### src/rtl/vu_pkg.sv
// Shared definitions for the VU meter frame scheduler: FSM encoding,
// pixel colours, meter zone thresholds and the bar colour lookup.
package vu_pkg;

  typedef enum logic [1:0] {
    ST_IDLE   = 2'd0,
    ST_COMMIT = 2'd1,
    ST_DECAY  = 2'd2
  } state_e;

  localparam logic [11:0] COLOR_BLACK  = 12'h000;
  localparam logic [11:0] COLOR_GREY   = 12'h222;
  localparam logic [11:0] COLOR_GREEN  = 12'h0F0;
  localparam logic [11:0] COLOR_YELLOW = 12'hFF0;
  localparam logic [11:0] COLOR_RED    = 12'hF00;
  localparam logic [11:0] COLOR_WHITE  = 12'hFFF;

  localparam int ZONE_GREEN_END  = 160;
  localparam int ZONE_YELLOW_END = 224;

  // Colour of pixel index p inside one channel's bar; the peak marker wins.
  function automatic logic [11:0] bar_colour(input logic [15:0] p,
                                             input logic [7:0]  level,
                                             input logic [7:0]  peak);
    logic [11:0] c;
    c = COLOR_GREY;
    if (peak != 8'd0 && p == {8'd0, peak}) begin
      c = COLOR_WHITE;
    end else if (p < {8'd0, level}) begin
      if (p < 16'(ZONE_GREEN_END))       c = COLOR_GREEN;
      else if (p < 16'(ZONE_YELLOW_END)) c = COLOR_YELLOW;
      else                               c = COLOR_RED;
    end
    return c;
  endfunction

endpackage

### src/rtl/vu_peak_hold.sv
// Per-channel peak tracker: captures new highs, holds them for a number of
// frames, then lets the marker fall one step per frame down to zero.
module vu_peak_hold #(
  parameter int HOLD_FRAMES = 30
) (
  input  logic       clk_i,
  input  logic       srst_i,
  input  logic       update_i,
  input  logic [7:0] level_i,
  output logic [7:0] peak_o
);

  localparam int HOLD_W = $clog2(HOLD_FRAMES + 1);

  logic [7:0]        peak_q;
  logic [HOLD_W-1:0] hold_q;

  always_ff @(posedge clk_i) begin
    if (srst_i) begin
      peak_q <= '0;
      hold_q <= '0;
    end else if (update_i) begin
      if (level_i >= peak_q) begin
        peak_q <= level_i;
        hold_q <= HOLD_W'(HOLD_FRAMES);
      end else if (hold_q != '0) begin
        hold_q <= hold_q - 1'b1;
      end else if (peak_q != 8'd0) begin
        peak_q <= peak_q - 8'd1;
      end
    end
  end

  assign peak_o = peak_q;

endmodule

### src/rtl/vu_frame_scheduler.sv
// Two-channel VU meter: latches level samples, commits them to the display
// only at frame edges, and renders the bars with a one-cycle pixel pipeline.
module vu_frame_scheduler
  import vu_pkg::*;
#(
  parameter int C_SIZE      = 9,
  parameter int BAR0_TOP    = 160,
  parameter int BAR1_TOP    = 288,
  parameter int BAR_H       = 32,
  parameter int HOLD_FRAMES = 30
) (
  input  logic            pixel_clock,
  input  logic            reset,
  input  logic            level_valid,
  input  logic            level_channel,
  input  logic [7:0]      level_value,
  output logic            level_ready,
  input  logic            v_sync,
  input  logic            disp_enable,
  input  logic [C_SIZE:0] row,
  input  logic [C_SIZE:0] column,
  output logic [11:0]     rgb
);

  localparam logic [C_SIZE:0] B0_LO = (C_SIZE+1)'(BAR0_TOP);
  localparam logic [C_SIZE:0] B0_HI = (C_SIZE+1)'(BAR0_TOP + BAR_H);
  localparam logic [C_SIZE:0] B1_LO = (C_SIZE+1)'(BAR1_TOP);
  localparam logic [C_SIZE:0] B1_HI = (C_SIZE+1)'(BAR1_TOP + BAR_H);

  state_e      state_q;
  logic        ready_q;
  logic        v_sync_q;
  logic        sync_armed_q;
  logic [7:0]  pending_q [2];
  logic [7:0]  disp_q    [2];
  logic [7:0]  peak_w    [2];
  logic [11:0] rgb_q;
  logic [11:0] rgb_d;
  logic        frame_edge;
  logic        decay_en;
  logic        in_bar0;
  logic        in_bar1;
  logic [15:0] pix_idx;

  // v_sync_q comes out of reset high, so the first post-reset cycle is
  // masked to keep a low v_sync at release from looking like an edge.
  assign frame_edge = sync_armed_q && v_sync_q && !v_sync;
  assign decay_en   = (state_q == ST_DECAY);

  always_ff @(posedge pixel_clock) begin
    if (reset) begin
      state_q      <= ST_IDLE;
      ready_q      <= 1'b0;
      v_sync_q     <= 1'b1;
      sync_armed_q <= 1'b0;
      for (int i = 0; i < 2; i++) begin
        pending_q[i] <= '0;
        disp_q[i]    <= '0;
      end
    end else begin
      v_sync_q     <= v_sync;
      sync_armed_q <= 1'b1;
      if (level_valid && ready_q) pending_q[level_channel] <= level_value;
      case (state_q)
        ST_IDLE: begin
          if (frame_edge) begin
            state_q <= ST_COMMIT;
            ready_q <= 1'b0;
          end else begin
            ready_q <= 1'b1;
          end
        end
        ST_COMMIT: begin
          for (int i = 0; i < 2; i++) disp_q[i] <= pending_q[i];
          state_q <= ST_DECAY;
          ready_q <= 1'b0;
        end
        ST_DECAY: begin
          state_q <= ST_IDLE;
          ready_q <= 1'b1;
        end
        default: begin
          state_q <= ST_IDLE;
          ready_q <= 1'b0;
        end
      endcase
    end
  end

  for (genvar gi = 0; gi < 2; gi++) begin : g_ch
    vu_peak_hold #(
      .HOLD_FRAMES(HOLD_FRAMES)
    ) u_peak_hold (
      .clk_i   (pixel_clock),
      .srst_i  (reset),
      .update_i(decay_en),
      .level_i (disp_q[gi]),
      .peak_o  (peak_w[gi])
    );
  end

  assign pix_idx = 16'(column >> 1);
  assign in_bar0 = (row >= B0_LO) && (row < B0_HI);
  assign in_bar1 = (row >= B1_LO) && (row < B1_HI);

  always_comb begin
    rgb_d = COLOR_BLACK;
    if (disp_enable) begin
      if (in_bar0)      rgb_d = bar_colour(pix_idx, disp_q[0], peak_w[0]);
      else if (in_bar1) rgb_d = bar_colour(pix_idx, disp_q[1], peak_w[1]);
    end
  end

  always_ff @(posedge pixel_clock) begin
    if (reset) rgb_q <= COLOR_BLACK;
    else       rgb_q <= rgb_d;
  end

  assign level_ready = ready_q;
  assign rgb         = rgb_q;

endmodule

### config.mk
export PLATFORM = sky130hd
export DESIGN_NAME = vu_frame_scheduler
export DESIGN_NICKNAME = d
export VERILOG_FILES = /design/src/rtl/vu_pkg.sv /design/src/rtl/vu_peak_hold.sv /design/src/rtl/vu_frame_scheduler.sv
export SDC_FILE = /design/constraint.sdc
export NUM_CORES = 1
export LEC_CHECK = 0
export CAP_MARGIN = 20
export CORE_UTILIZATION = 57
export DETAILED_ROUTE_END_ITERATION = 16
export PLACE_DENSITY = 0.84
export SYNTH_ARGS = -nofsm -noshare
export SYNTH_HDL_FRONTEND = slang
export SYNTH_SLANG_ARGS = --single-unit
### constraint.sdc
create_clock -name pixel_clock -period 2.4 [get_ports pixel_clock]
set_input_delay 0.24 -clock pixel_clock [delete_from_list [all_inputs] [get_ports pixel_clock]]
set_output_delay 0.24 -clock pixel_clock [all_outputs]
set_load 0.02 [all_outputs]
Yosys cells after proc, flatten, opt, wreduce, memory -nomap -nowiden
Memory sizes are Yosys's and may differ from the RTL's. Cells that the tools add are included.

Add/subtract/negate cells: 4. Order comparisons: 10. Equality and inequality tests: 7. Multiplexer cells: 36. Bitwise operators: 3. Reductions and logical operators: 23.

Operator list (count): two-way mux 12 bit (7); two-way mux 8 bit (10); two-way mux 5 bit (4); == test 9 x 8 -> 1 bit (2); < comparator 9 x 8 -> 1 bit (2); < comparator 9 x 8 -> 1 bit, second input constant (2); greater-or-equal comparator 8 bit (2); nonzero test 8 bit (2); subtractor 8 x 1 -> 8 bit, second input constant (2); two-way mux 1 bit (12); greater-or-equal comparator 10 x 8 -> 1 bit, second input constant (1); greater-or-equal comparator 10 x 9 -> 1 bit, second input constant (1); < comparator 10 x 8 -> 1 bit, second input constant (1); < comparator 10 x 9 -> 1 bit, second input constant (1); nonzero test 5 bit (2); subtractor 5 x 1 -> 5 bit, second input constant (2); nonzero test 2 bit (4); OR reduction 8 bit (1); logical AND 1 bit (7); AND reduction 3 bit (2); inequality test 2 x 1 -> 1 bit, second input constant (2); case mux 2 bit (2 select lines) (1); AND reduction 2 bit (2); == test 2 x 1 -> 1 bit, second input constant (1); 9 further kinds (10).

Bits in registers: 43. Memory bits (writable): 32. Input port bits: 34. Output and inout port bits: 13. Logic and storage cells: 94. Memories kept: 2.

Memory list: disp_q (depth 2, bits a word 8, rd ports 2, clocked after memory_dff 0, write ports 2, RTL line vu_frame_scheduler.sv:35) `logic [7:0] disp_q [2];`; pending_q (depth 2, bits a word 8, rd ports 2, clocked after memory_dff 0, write ports 2, RTL line vu_frame_scheduler.sv:34) `logic [7:0] pending_q [2];`.

Depth between registers and ports, before layout
Gate-level depths: netlist (run 1).

Depth in word-level cells: 7. Depth in mapped cells: 10. Mapped depth without buffers: 8.

By module
From an unflattened synthesis (run 1), not the netlist that was laid out.

Cells, all modules: 470. Area total of the unflattened synthesis: 4359.2 sq um.

Modules (own cells, without submodules): vu_frame_scheduler (instances 1, cells each 202, area an instance 2259.7 sq um, seq. area each 1181.1 sq um); vu_peak_hold (instances 2, cells each 134, area an instance 1049.8 sq um, seq. area each 260.2 sq um).

Worst setup path before layout (run 1)
Ideal clock, no wire load.

Kind: register -> register. Start: reg g_ch[1].u_peak_hold.peak_q[2]. End: reg g_ch[1].u_peak_hold.hold_q[2]. Library setup time: 0.128 ns. Arrival: 1.971 ns. Required time: 2.272 ns. Path slack: 0.301 ns. Stages on the path, launching flop included: 10. Buffers on the path: 1. Period minus slack after synthesis: 2.099 ns. Cell sequence: dfxtp_1 inv_1 ha_1 a211oi_1 o21ai_0 a21oi_1 clkbuf_1 o21ai_0 a22oi_1 nor2_1.

Longest elaborated chain between the ends: 3. Elaborated cells on any way between the ends: 4. Those cells by class: order compare (1); mux (1); reduce/logical (2).

Ends and longest elaborated chain: from (decl) (RTL line vu_peak_hold.sv:15) `logic [7:0] peak_q;`; from (signal assigned) (RTL line vu_peak_hold.sv:24) `peak_q <= level_i;`; from (signal assigned) (RTL line vu_peak_hold.sv:29) `peak_q <= peak_q - 8'd1;`; greater-or-equal comparator 8 bit * (RTL line vu_peak_hold.sv:23) `if (level_i >= peak_q) begin`; nonzero test 2 bit (no line); AND reduction 2 bit (no line); to (signal assigned) (RTL line vu_peak_hold.sv:25) `hold_q <= HOLD_W'(HOLD_FRAMES);`; to (signal assigned) (RTL line vu_peak_hold.sv:27) `hold_q <= hold_q - 1'b1;`; to (decl) (RTL line vu_peak_hold.sv:16) `logic [HOLD_W-1:0] hold_q;`.

Every way passes the cells marked *; elsewhere a longest branch is shown, timed or not. A chain may end at the register's enable or synchronous reset.

==> results of run 1 <==
==> worst max-delay path, stage by stage, from the launching register on <==
cell       delay (ns)
edfxtp_1         0.47
ha_1             0.34
a2111oi_1        0.45
o31ai_1          0.16
and2_1           0.29
buf_4            0.19
a32oi_1          0.19
nand2_1          0.07
==> through the flow <==
step | hold WS [ns] | instance area, sq um | utilization | total power [mW]
after floorplan | 0.347 | 4220 | - | 1.60
after global placement | 0.432 | 4840 | 0.670 | 1.75
after detailed placement | 0.465 | 4840 | 0.670 | 1.77
after CTS | 0.474 | 5040 | 0.699 | 2.76
after global routing | 0.509 | 5050 | 0.700 | 2.87
final | 0.471 | 5050 | 0.700 | 2.75
==> power by group through the flow <==
stage / Clock, mW / Sequential (mW) / Combinational, mW
after global routing: 1.06 / 1.31 / 0.505
final: 0.989 / 1.30 / 0.462
after CTS: 1.01 / 1.30 / 0.454
after detailed placement: 0 / 1.33 / 0.447
after global placement: 0 / 1.32 / 0.429
after floorplan: 0 / 1.32 / 0.277
==> layer usage <==
layer  GRT usage  vias up  wire length (um)
met5           0        -                 0
met4       0.174        0               422
met3      0.0490       48               720
met2       0.459      201              4810
met1       0.301     1708              3990
li1            -     1743                 -
==> registers in the layout (all words and copies together) (netlist names) <==
name and cells:
rgb 6, g_ch.u_peak_hold.hold_q 10, state_q 2, g_ch.u_peak_hold.peak_o 16, sync_armed_q 1, pending_q 16, disp_q 16, level_ready 1
v_sync_q 1
==> how the worst max path moves through the flow <==
stage                                                          start                                          to  slack [ns]  depth (start not counted)
after floorplan           g_ch[1].u_peak_hold.peak_o[2]$_SDFFE_PP0P_  g_ch[1].u_peak_hold.hold_q[2]$_SDFFE_PP0P_        0.30                          9
after global placement                    disp_q[0][0]$_SDFFCE_PN0P_  g_ch[0].u_peak_hold.peak_o[4]$_SDFFE_PP0P_        0.11                          9
after detailed placement                  disp_q[0][6]$_SDFFCE_PN0P_  g_ch[0].u_peak_hold.peak_o[3]$_SDFFE_PP0P_        0.06                          7
after CTS                                 disp_q[0][6]$_SDFFCE_PN0P_  g_ch[0].u_peak_hold.peak_o[3]$_SDFFE_PP0P_       0.007                          7
after global routing                      disp_q[0][6]$_SDFFCE_PN0P_  g_ch[0].u_peak_hold.peak_o[4]$_SDFFE_PP0P_       0.003                          7
final                                     disp_q[0][6]$_SDFFCE_PN0P_  g_ch[0].u_peak_hold.peak_o[3]$_SDFFE_PP0P_        0.13                          7
==> repair_timing <==
action | CTS | global route
resized for setup | 0 | 5
endpoints found under the setup margin | 0 | 15
buffers inserted | 0 | 0
hold buffers | 0 | 0
==> cells by family after synthesis <==
kind of cell	after synthesis	synth area share
AOI/OAI and AO/OA	99	0.160
xor gates and xnor gates	16	0.0332
buffers and inverters	64	0.0637
DFF	69	0.403
muxes	7	0.0169
and+or+nand+nor	158	0.216
adders and majority gates	36	0.107
==> final cells by class <==
type / count / area [sq um] / share of cell area
Sequential cell: 69 / 1700 / 0.337
Timing Repair Buffer: 67 / 603 / 0.119
Inverter: 42 / 158 / 0.0312
Clock inverter: 6 / 68.8 / 0.0136
Tap cell: 99 / 124 / 0.0245
Multi-Input combinational cell: 316 / 2250 / 0.447
Clock buffer: 10 / 138 / 0.0273
==> cells in the final DEF (no fill, tap or decap), drive strengths merged, types with 6 or more instances in the layout <==
master,synthesis,final
a21oi,18,18
a31oi,6,6
and2,34,34
buf,10,27
clkbuf,12,10
clkdlybuf4s50,0,40
dfxtp,37,37
edfxtp,32,32
ha,36,36
inv,42,44
mux2i,6,6
nand2,23,23
nand2b,9,9
nand3,8,8
nand4,12,12
nor2,24,24
nor3,13,13
nor3b,6,6
nor4,7,7
o21ai,28,28
xor2,13,13
==> metrics.cfg, run 1 <==
[status]
outcome=finished clean

[yosys]
synth_edf_count=32
synth_nets=519
synthTopCellsByCount=inv_1 (42), dfxtp_1 (37), ha_1 (36), and2_1 (33), edfxtp_1 (32)
synth_area_leaders=edfxtp_1 (23%), dfxtp_1 (18%), ha_1 (11%)
synth.distinct_cells=67
ys_ff_latch=69
async_flop_share=0
yosys.area.top_type=edfxtp_1
syn_area_sq_um=4220
synth_seq_area_share=0.403
syn_inst=449
synth.avg_cell_area_sq_um=9.40
yosysMostFrequentCell=inv_1
yosysWarningCount=0
synth-main-ff-cell=dfxtp_1
yosysTopAreaCellShare=0.228

[timing]
period_share=0.944
setup_slack_ns=0.134
slew_viol_final=0
rsz0062_at_grt=no
fmax_mhz=441
maxSlewHeadroom=0.311
setup-violations-final=0
min_period_ns=2.27
finalHoldViolations=0
worstMarginPinSlew_ns=1.02
skew_ns=0.0112
timing.setup.tns_ns=0

[clocking]
clk_pin_slew_ns=0.08
clock-sinks=69
cts.path.max_buffers=2
clk_latency_ns=0.35
cts.htree.levels=3
cts-buffers-inserted=9
cts_tree=done
cts_root_buffer=clkbuf_8

[placed_design]
preCtsSetupSlack_ns=0.0641
dp_cells=593
port_buffers=40
hpwl_um=7260
gp_congestion=0.882

[critical_path]
arrival_ns=2.50
crit_fanout=9
crit_type=reg2reg
r2r_start=disp_q[0][6]$_SDFFCE_PN0P_
start_kind=flop
reg2reg_setup_slack_ns=0.13
rr_worst_depth=7
critPathRequiredTime_ns=2.64
r2r-end=g_ch[0].u_peak_hold.peak_o[3]$_SDFFE_PP0P_
critPathCaptureType=flop

[route]
drt_wl_total_um=9940
via_per_inst=6.08
drc=0
vias=3700
detail-route-antenna-nets=0
drtIter0Drc=307
dr.pass1.iters=5
wl_per_cell_um=16.3

[global_route]
grt_max_degree=28
overflow=0
grt_pass1_vias=3530
grt_first_pass_wirelength_um=15500
antenna_found_initial=0
grt_use_total=0.266

[power_and_ir_drop]
powerDensity_nw_per_um2=545
p_switching_mw=0.757
power_frac_seq=0.473
p_leak_nw=2.01
internal_power_mw=2.00
irDropWorstVdd_v=0.000382
p_sw_frac=0.275
clkPwrFrac=0.359
combPwrFrac=0.168

[min_path]
hold_class=reg2reg
min-delay-start=v_sync_q$_SDFF_PP1_
holdPathEnd=state_q[0]$_SDFFE_PP0N_
min_path_cells=2

[final_layout]
final_cells=609
syn2layout_area_growth_pct=19.6
drive_gt1_frac=0.118
fill_cells=569
fin_nets=575
antennaDiodeCount=0

[die]
die_area_sq_um=7750
die_w_um=88.0
start_util=0.585
coreArea_sq_um=7210
rows=31
die_h_um=88.0
io_pins=47

[job]
cap_violations=0

No activity file was read; power rests on OpenSTA's default activity.
==> run 2: changes to the inputs <==
--- a/config.mk
+++ b/config.mk
@@ -7,8 +7,9 @@
 export LEC_CHECK = 0
 export CAP_MARGIN = 20
 export CORE_UTILIZATION = 57
+export CTS_CLUSTER_DIAMETER = 100
 export DETAILED_ROUTE_END_ITERATION = 16
-export PLACE_DENSITY = 0.84
+export PLACE_DENSITY = 0.81
 export SYNTH_ARGS = -nofsm -noshare
 export SYNTH_HDL_FRONTEND = slang
 export SYNTH_SLANG_ARGS = --single-unit
==> run 2 against run 1 <==
Critical path depth unchanged. Via count shrank 3.8%. Register-to-register slack better by 0.03 ns.
==> metrics.cfg, run 2 (same netlist as run 1, synthesis figures left out) <==
[timing]
skew_ns=0.00885  ; -0.00230 ns
setup_slack_ns=0.161  ; +0.0270 ns
min_period_ns=2.24  ; -0.0270 ns
period_share=0.933  ; -0.0113
finalHoldViolations=0  ; unchanged
slew_viol_final=0  ; unchanged
timing.setup.tns_ns=0  ; unchanged
setup-violations-final=0  ; unchanged
rsz0062_at_grt=no
maxSlewHeadroom=0.536  ; +0.226
worstMarginPinSlew_ns=0.693  ; -0.330 ns
fmax_mhz=447  ; +1.2%

[route]
via_per_inst=5.87  ; -3.4%
drc=0  ; unchanged
wl_per_cell_um=15.6  ; -4.6%
routed-wl-met2_um=4460  ; -7.3%
highest_layer=met4
drt_wl_total_um=9450  ; -4.9%
detail-route-antenna-nets=0  ; unchanged
vias=3561  ; -3.8%
drtIter0Drc=234  ; -24%
wl_met3_um=603  ; -16%
met1Wirelength_um=4150  ; +4.0%
dr.pass1.iters=5  ; unchanged

[critical_path]
cpMaxStageDelayCell=a2111oi_1
endpoint=g_ch[0].u_peak_hold.peak_o[4]$_SDFFE_PP0P_
crit_fanout=8  ; -1
critPathCaptureType=flop
slowest_delay_ns=0.46  ; about the same
reg2reg_setup_slack_ns=0.16  ; +0.03 ns
startpoint=disp_q[0][6]$_SDFFCE_PN0P_
path_cells=ha_1 > a2111oi_1 > o31ai_1 > and2_2 > buf_4 > a31oi_1 > o21a_1
r2r-end=g_ch[0].u_peak_hold.peak_o[4]$_SDFFE_PP0P_
arrival_ns=2.53  ; +0.03 ns
start_kind=flop
crit_type=reg2reg
critPathRequiredTime_ns=2.69  ; +0.05 ns
r2r_start=disp_q[0][6]$_SDFFCE_PN0P_
rr_worst_depth=7  ; unchanged

[clocking]
cts_root_buffer=clkbuf_8
post-cts-setup-buffers=0  ; unchanged
cts.path.max_buffers=2  ; unchanged
clk_pin_slew_ns=0.08  ; about the same
clk_latency_ns=0.34  ; about the same
cts_tree=done
cts_resized=0  ; unchanged
clock-sinks=69  ; unchanged
cts-buffers-inserted=9  ; unchanged
ctsHoldBuffers=0  ; unchanged
cts.htree.levels=3  ; unchanged

[placed_design]
dp_cells=590  ; -0.51%
placed_cell_area_sq_um=4830  ; -0.21%
hpwl_um=7220  ; -0.57%
port_buffers=40  ; unchanged
preCtsSetupSlack_ns=-0.00986  ; -0.0739 ns
gp_congestion=0.915  ; +3.7%

[final_layout]
final_common_cell=inv_1
final_cells=607  ; -0.33%
fill_cells=579  ; +1.8%
drive_gt1_frac=0.116  ; -0.00151
fin_nets=573  ; -0.35%
final_area_sq_um=5020  ; -0.55%
final_cell_mix=inv_1 (42), clkdlybuf4s50_1 (40), dfxtp_1 (37)
syn2layout_area_growth_pct=19.0
antennaDiodeCount=0  ; unchanged

[global_route]
grt_pass1_vias=3259  ; -7.7%
grt_max_degree=30  ; +7.1%
grt_use_total=0.261  ; -0.00520
overflow=0  ; unchanged
antenna_found_initial=0  ; unchanged
grt_first_pass_wirelength_um=15200  ; -2.4%

[die]
die_area_sq_um=7750  ; unchanged
start_util=0.585  ; unchanged
rows=31  ; unchanged
die_h_um=88.0  ; unchanged
coreArea_sq_um=7210  ; unchanged
die_w_um=88.0  ; unchanged
io_pins=47  ; unchanged

[job]
cap_violations=0  ; unchanged

[min_path]
hold_class=reg2reg

[power_and_ir_drop]
p_leak_nw=1.99  ; -1.1%
irDropWorstVdd_v=0.000403  ; +5.5%
powerDensity_nw_per_um2=521  ; -4.5%

[status]
outcome=finished clean

run 2: where the power goes:
part | internal (mW) | total (mW) | switching (mW)
sequential | 1.27 | 1.30 | 0.0273
combinational | 0.211 | 0.462 | 0.251
clock | 0.399 | 0.853 | 0.454
run 2: cell type report:
type / instances / area [sq um] / area share
timing repair buffer: 65 / 598 / 0.119
tap: 99 / 124 / 0.0247
multi-input combinational: 316 / 2260 / 0.451
clock inverter: 6 / 37.5 / 0.00748
clock buffer: 10 / 138 / 0.0274
sequential: 69 / 1700 / 0.339
inverter: 42 / 158 / 0.0314
run 2: worst min path at each step:
| stage | startpoint | to | slack [ns] | cells past startpoint |
|---|---|---|---|---|
| 6_report | v_sync_q$_SDFF_PP1_ | state_q[0]$_SDFFE_PP0N_ | 0.46 | 2 |
| 3_5_place_dp | v_sync_q$_SDFF_PP1_ | state_q[0]$_SDFFE_PP0N_ | 0.45 | 2 |
| 2_1_floorplan | v_sync | v_sync_q$_SDFF_PP1_ | 0.35 | 1 |
| 5_1_grt | v_sync | v_sync_q$_SDFF_PP1_ | 0.49 | 2 |
| 4_1_cts | v_sync_q$_SDFF_PP1_ | state_q[0]$_SDFFE_PP0N_ | 0.46 | 2 |
| 3_3_place_gp | v_sync_q$_SDFF_PP1_ | state_q[0]$_SDFFE_PP0N_ | 0.43 | 2 |
run 2: layer usage:
layer | global-route usage | vias to the layer above
met5 | 0 | -
met4 | 0.116 | 0
met3 | 0.0613 | 22
met2 | 0.434 | 149
met1 | 0.323 | 1646
li1 | - | 1744
run 2: through the flow:
stage	total power, mW	utilization	hold WS, ns
2_1_floorplan	1.60	-	0.347
3_3_place_gp	1.76	0.669	0.433
3_5_place_dp	1.77	0.669	0.450
4_1_cts	2.62	0.693	0.460
5_1_grt	2.74	0.696	0.489
6_report	2.61	0.696	0.457
run 2: worst max-delay path, delay by kind of cell (launching register included):
kind / cells / cell delay (ns)
simple gates: 1 / 0.29
buf+inv: 1 / 0.19
flops: 1 / 0.43
fa+ha+maj: 1 / 0.32
compound gates: 4 / 0.97
==> run 3: changes to the inputs <==
--- a/config.mk
+++ b/config.mk
@@ -5,10 +5,10 @@
 export SDC_FILE = /design/constraint.sdc
 export NUM_CORES = 1
 export LEC_CHECK = 0
-export CAP_MARGIN = 20
 export CORE_UTILIZATION = 57
 export CTS_CLUSTER_DIAMETER = 100
 export DETAILED_ROUTE_END_ITERATION = 16
+export GPL_ROUTABILITY_DRIVEN = 0
 export PLACE_DENSITY = 0.81
 export SYNTH_ARGS = -nofsm -noshare
 export SYNTH_HDL_FRONTEND = slang
==> run 3 against run 2 <==
Clock power up 30%. Combinational power about the same. Total power up 9.9%. Cell area up 1.0%. Critical path type unchanged. Clock-buffer cell count down 1. Register-to-register slack worse by 0.06 ns. Cell count unchanged. First-iteration DRC count up 29%. Sequential power about the same.
==> metrics.cfg, run 3 (same netlist as run 1, synthesis figures left out) <==
[min_path]
min-delay-start=v_sync_q$_SDFF_PP1_
hold_class=reg2reg
holdPathEnd=state_q[0]$_SDFFE_PP0N_
min_path_cells=2  ; unchanged

[die]
die_w_um=88.0  ; unchanged
die_h_um=88.0  ; unchanged
die_area_sq_um=7750  ; unchanged
io_pins=47  ; unchanged
rows=31  ; unchanged
coreArea_sq_um=7210  ; unchanged
start_util=0.585  ; unchanged

[timing]
period_share=0.958  ; +0.0253
worstMarginPinSlew_ns=1.06  ; +0.371 ns
setup-violations-final=0  ; unchanged
skew_ns=0.0152  ; +0.00639 ns
fmax_mhz=435  ; -2.6%
slew_viol_final=0  ; unchanged
finalHoldViolations=0  ; unchanged
min_period_ns=2.30  ; +0.0608 ns
maxSlewHeadroom=0.283  ; -0.253
rsz0062_at_grt=no

[global_route]
grt_first_pass_wirelength_um=15900  ; +4.9%
grt_max_degree=27  ; -10%
grt_pass1_vias=3458  ; +6.1%
overflow=0  ; unchanged
grt_use_total=0.273  ; +0.0119
antenna_found_initial=0  ; unchanged

[clocking]
cts_resized=0  ; unchanged
cts.htree.levels=3  ; unchanged
cts_root_buffer=clkbuf_8
ctsHoldBuffers=0  ; unchanged
cts.path.max_buffers=2  ; unchanged
clock-sinks=69  ; unchanged
cts-buffers-inserted=9  ; unchanged
cts_tree=done
clk_latency_ns=0.36  ; +0.02 ns
post-cts-setup-buffers=0  ; unchanged
clk_pin_slew_ns=0.08  ; about the same

[final_layout]
area.sequential_sq_um=1700  ; about the same
final_cell_mix=inv_1 (42), clkdlybuf4s50_1 (40), ha_1 (36), dfxtp_1 (36), and2_1 (33)
final_util=0.703  ; +0.00711
syn2layout_area_growth_pct=20.2
fin_nets=573  ; unchanged
antennaDiodeCount=0  ; unchanged
drive_gt1_frac=0.116  ; unchanged
final_common_cell=inv_1
multi_input_area_sq_um=2260  ; -0.33%
fill_cells=551  ; -4.8%

[critical_path]
cpMaxStageDelayCell=a2111oi_0
r2r_start=disp_q[0][0]$_SDFFCE_PN0P_
r2r-end=g_ch[0].u_peak_hold.hold_q[1]$_SDFFE_PP0P_
critPathCaptureType=flop
crit_type=reg2reg
path_cells=inv_1 > ha_1 > nand2b_1 > a2111oi_0 > o31ai_1 > and2_0 > buf_4 > nor3_1 > a221oi_1
arrival_ns=2.51  ; -0.02 ns
start_kind=flop
critPathRequiredTime_ns=2.61  ; -0.08 ns
reg2reg_setup_slack_ns=0.10  ; -0.06 ns
crit_fanout=15  ; +7
startpoint=disp_q[0][0]$_SDFFCE_PN0P_
slowest_delay_ns=0.50  ; +0.04 ns
rr_worst_depth=9  ; +2

[route]
detail-route-antenna-nets=0  ; unchanged
vias=3637  ; +2.1%
drc=0  ; unchanged
drt_wl_total_um=9860  ; +4.3%
dr.pass1.iters=6  ; +1
drtIter0Drc=303  ; +29%
via_per_inst=5.99  ; +2.1%
wl_per_cell_um=16.2  ; +4.3%

[power_and_ir_drop]
powerDensity_nw_per_um2=566  ; +8.8%
total_power_mw=2.87  ; +9.9%
p_leak_nw=2.02  ; +1.5%
irDropWorstVdd_v=0.000344  ; -15%

[placed_design]
port_buffers=40  ; unchanged
hpwl_um=7240  ; +0.28%

[status]
outcome=finished clean

[job]
cap_violations=0  ; unchanged

run 3: area by class of cell:
class                   count  area share
clock inverters             7      0.0210
repair buffers             65       0.118
inverters                  42      0.0311
clock buffers               9      0.0244
flip-flops and latches     69       0.336
well taps                  99      0.0244
multi-input cells         316       0.445
run 3: worst max path at each step:
stage | endpoint | slack, ns | depth (start not counted)
finish | g_ch[0].u_peak_hold.hold_q[1]$_SDFFE_PP0P_ | 0.10 | 9
global route | g_ch[0].u_peak_hold.hold_q[1]$_SDFFE_PP0P_ | 0.006 | 9
floorplan | g_ch[1].u_peak_hold.hold_q[2]$_SDFFE_PP0P_ | 0.30 | 9
detailed placement | rgb[9]$_SDFF_PP0_ | -0.04 | 6
CTS | g_ch[0].u_peak_hold.peak_o[2]$_SDFFE_PP0P_ | 0.08 | 9
global placement | rgb[9]$_SDFF_PP0_ | 0.09 | 6
run 3: power by group:
part | internal, mW | leakage [nW] | switching (mW)
Clock | 0.603 | 0.116 | 0.507
Sequential | 1.27 | 0.635 | 0.0281
Combinational | 0.210 | 1.27 | 0.253
run 3: per-layer routing:
metal / up-vias / routed length, um / global-route usage
li1: 1735 / - / -
met1: 1673 / 4060 / 0.330
met2: 189 / 4700 / 0.454
met3: 40 / 759 / 0.0556
met4: 0 / 335 / 0.154
met5: - / 0 / 0
run 3: metrics by stage:
step                      area, sq um  hold slack (ns)  instances  setup TNS [ns]  setup slack [ns]
after detailed placement         4830            0.451        591          -0.105           -0.0377
after floorplan                  4220            0.347        449               0             0.301
after global placement           4830            0.435        591               0            0.0913
after global routing             5070            0.490        607               0           0.00585
after CTS                        5060            0.459        607               0            0.0777
final                            5070            0.455        607               0             0.100
run 3: worst max-delay path: cells and delay by family, from the launching register on:
kind / cells / cell delay (ns)
AOI/OAI and AO/OA: 3 / 0.74
DFF: 1 / 0.41
buffers and inverters: 2 / 0.28
and+or+nand+nor: 3 / 0.50
adders and majority gates: 1 / 0.23
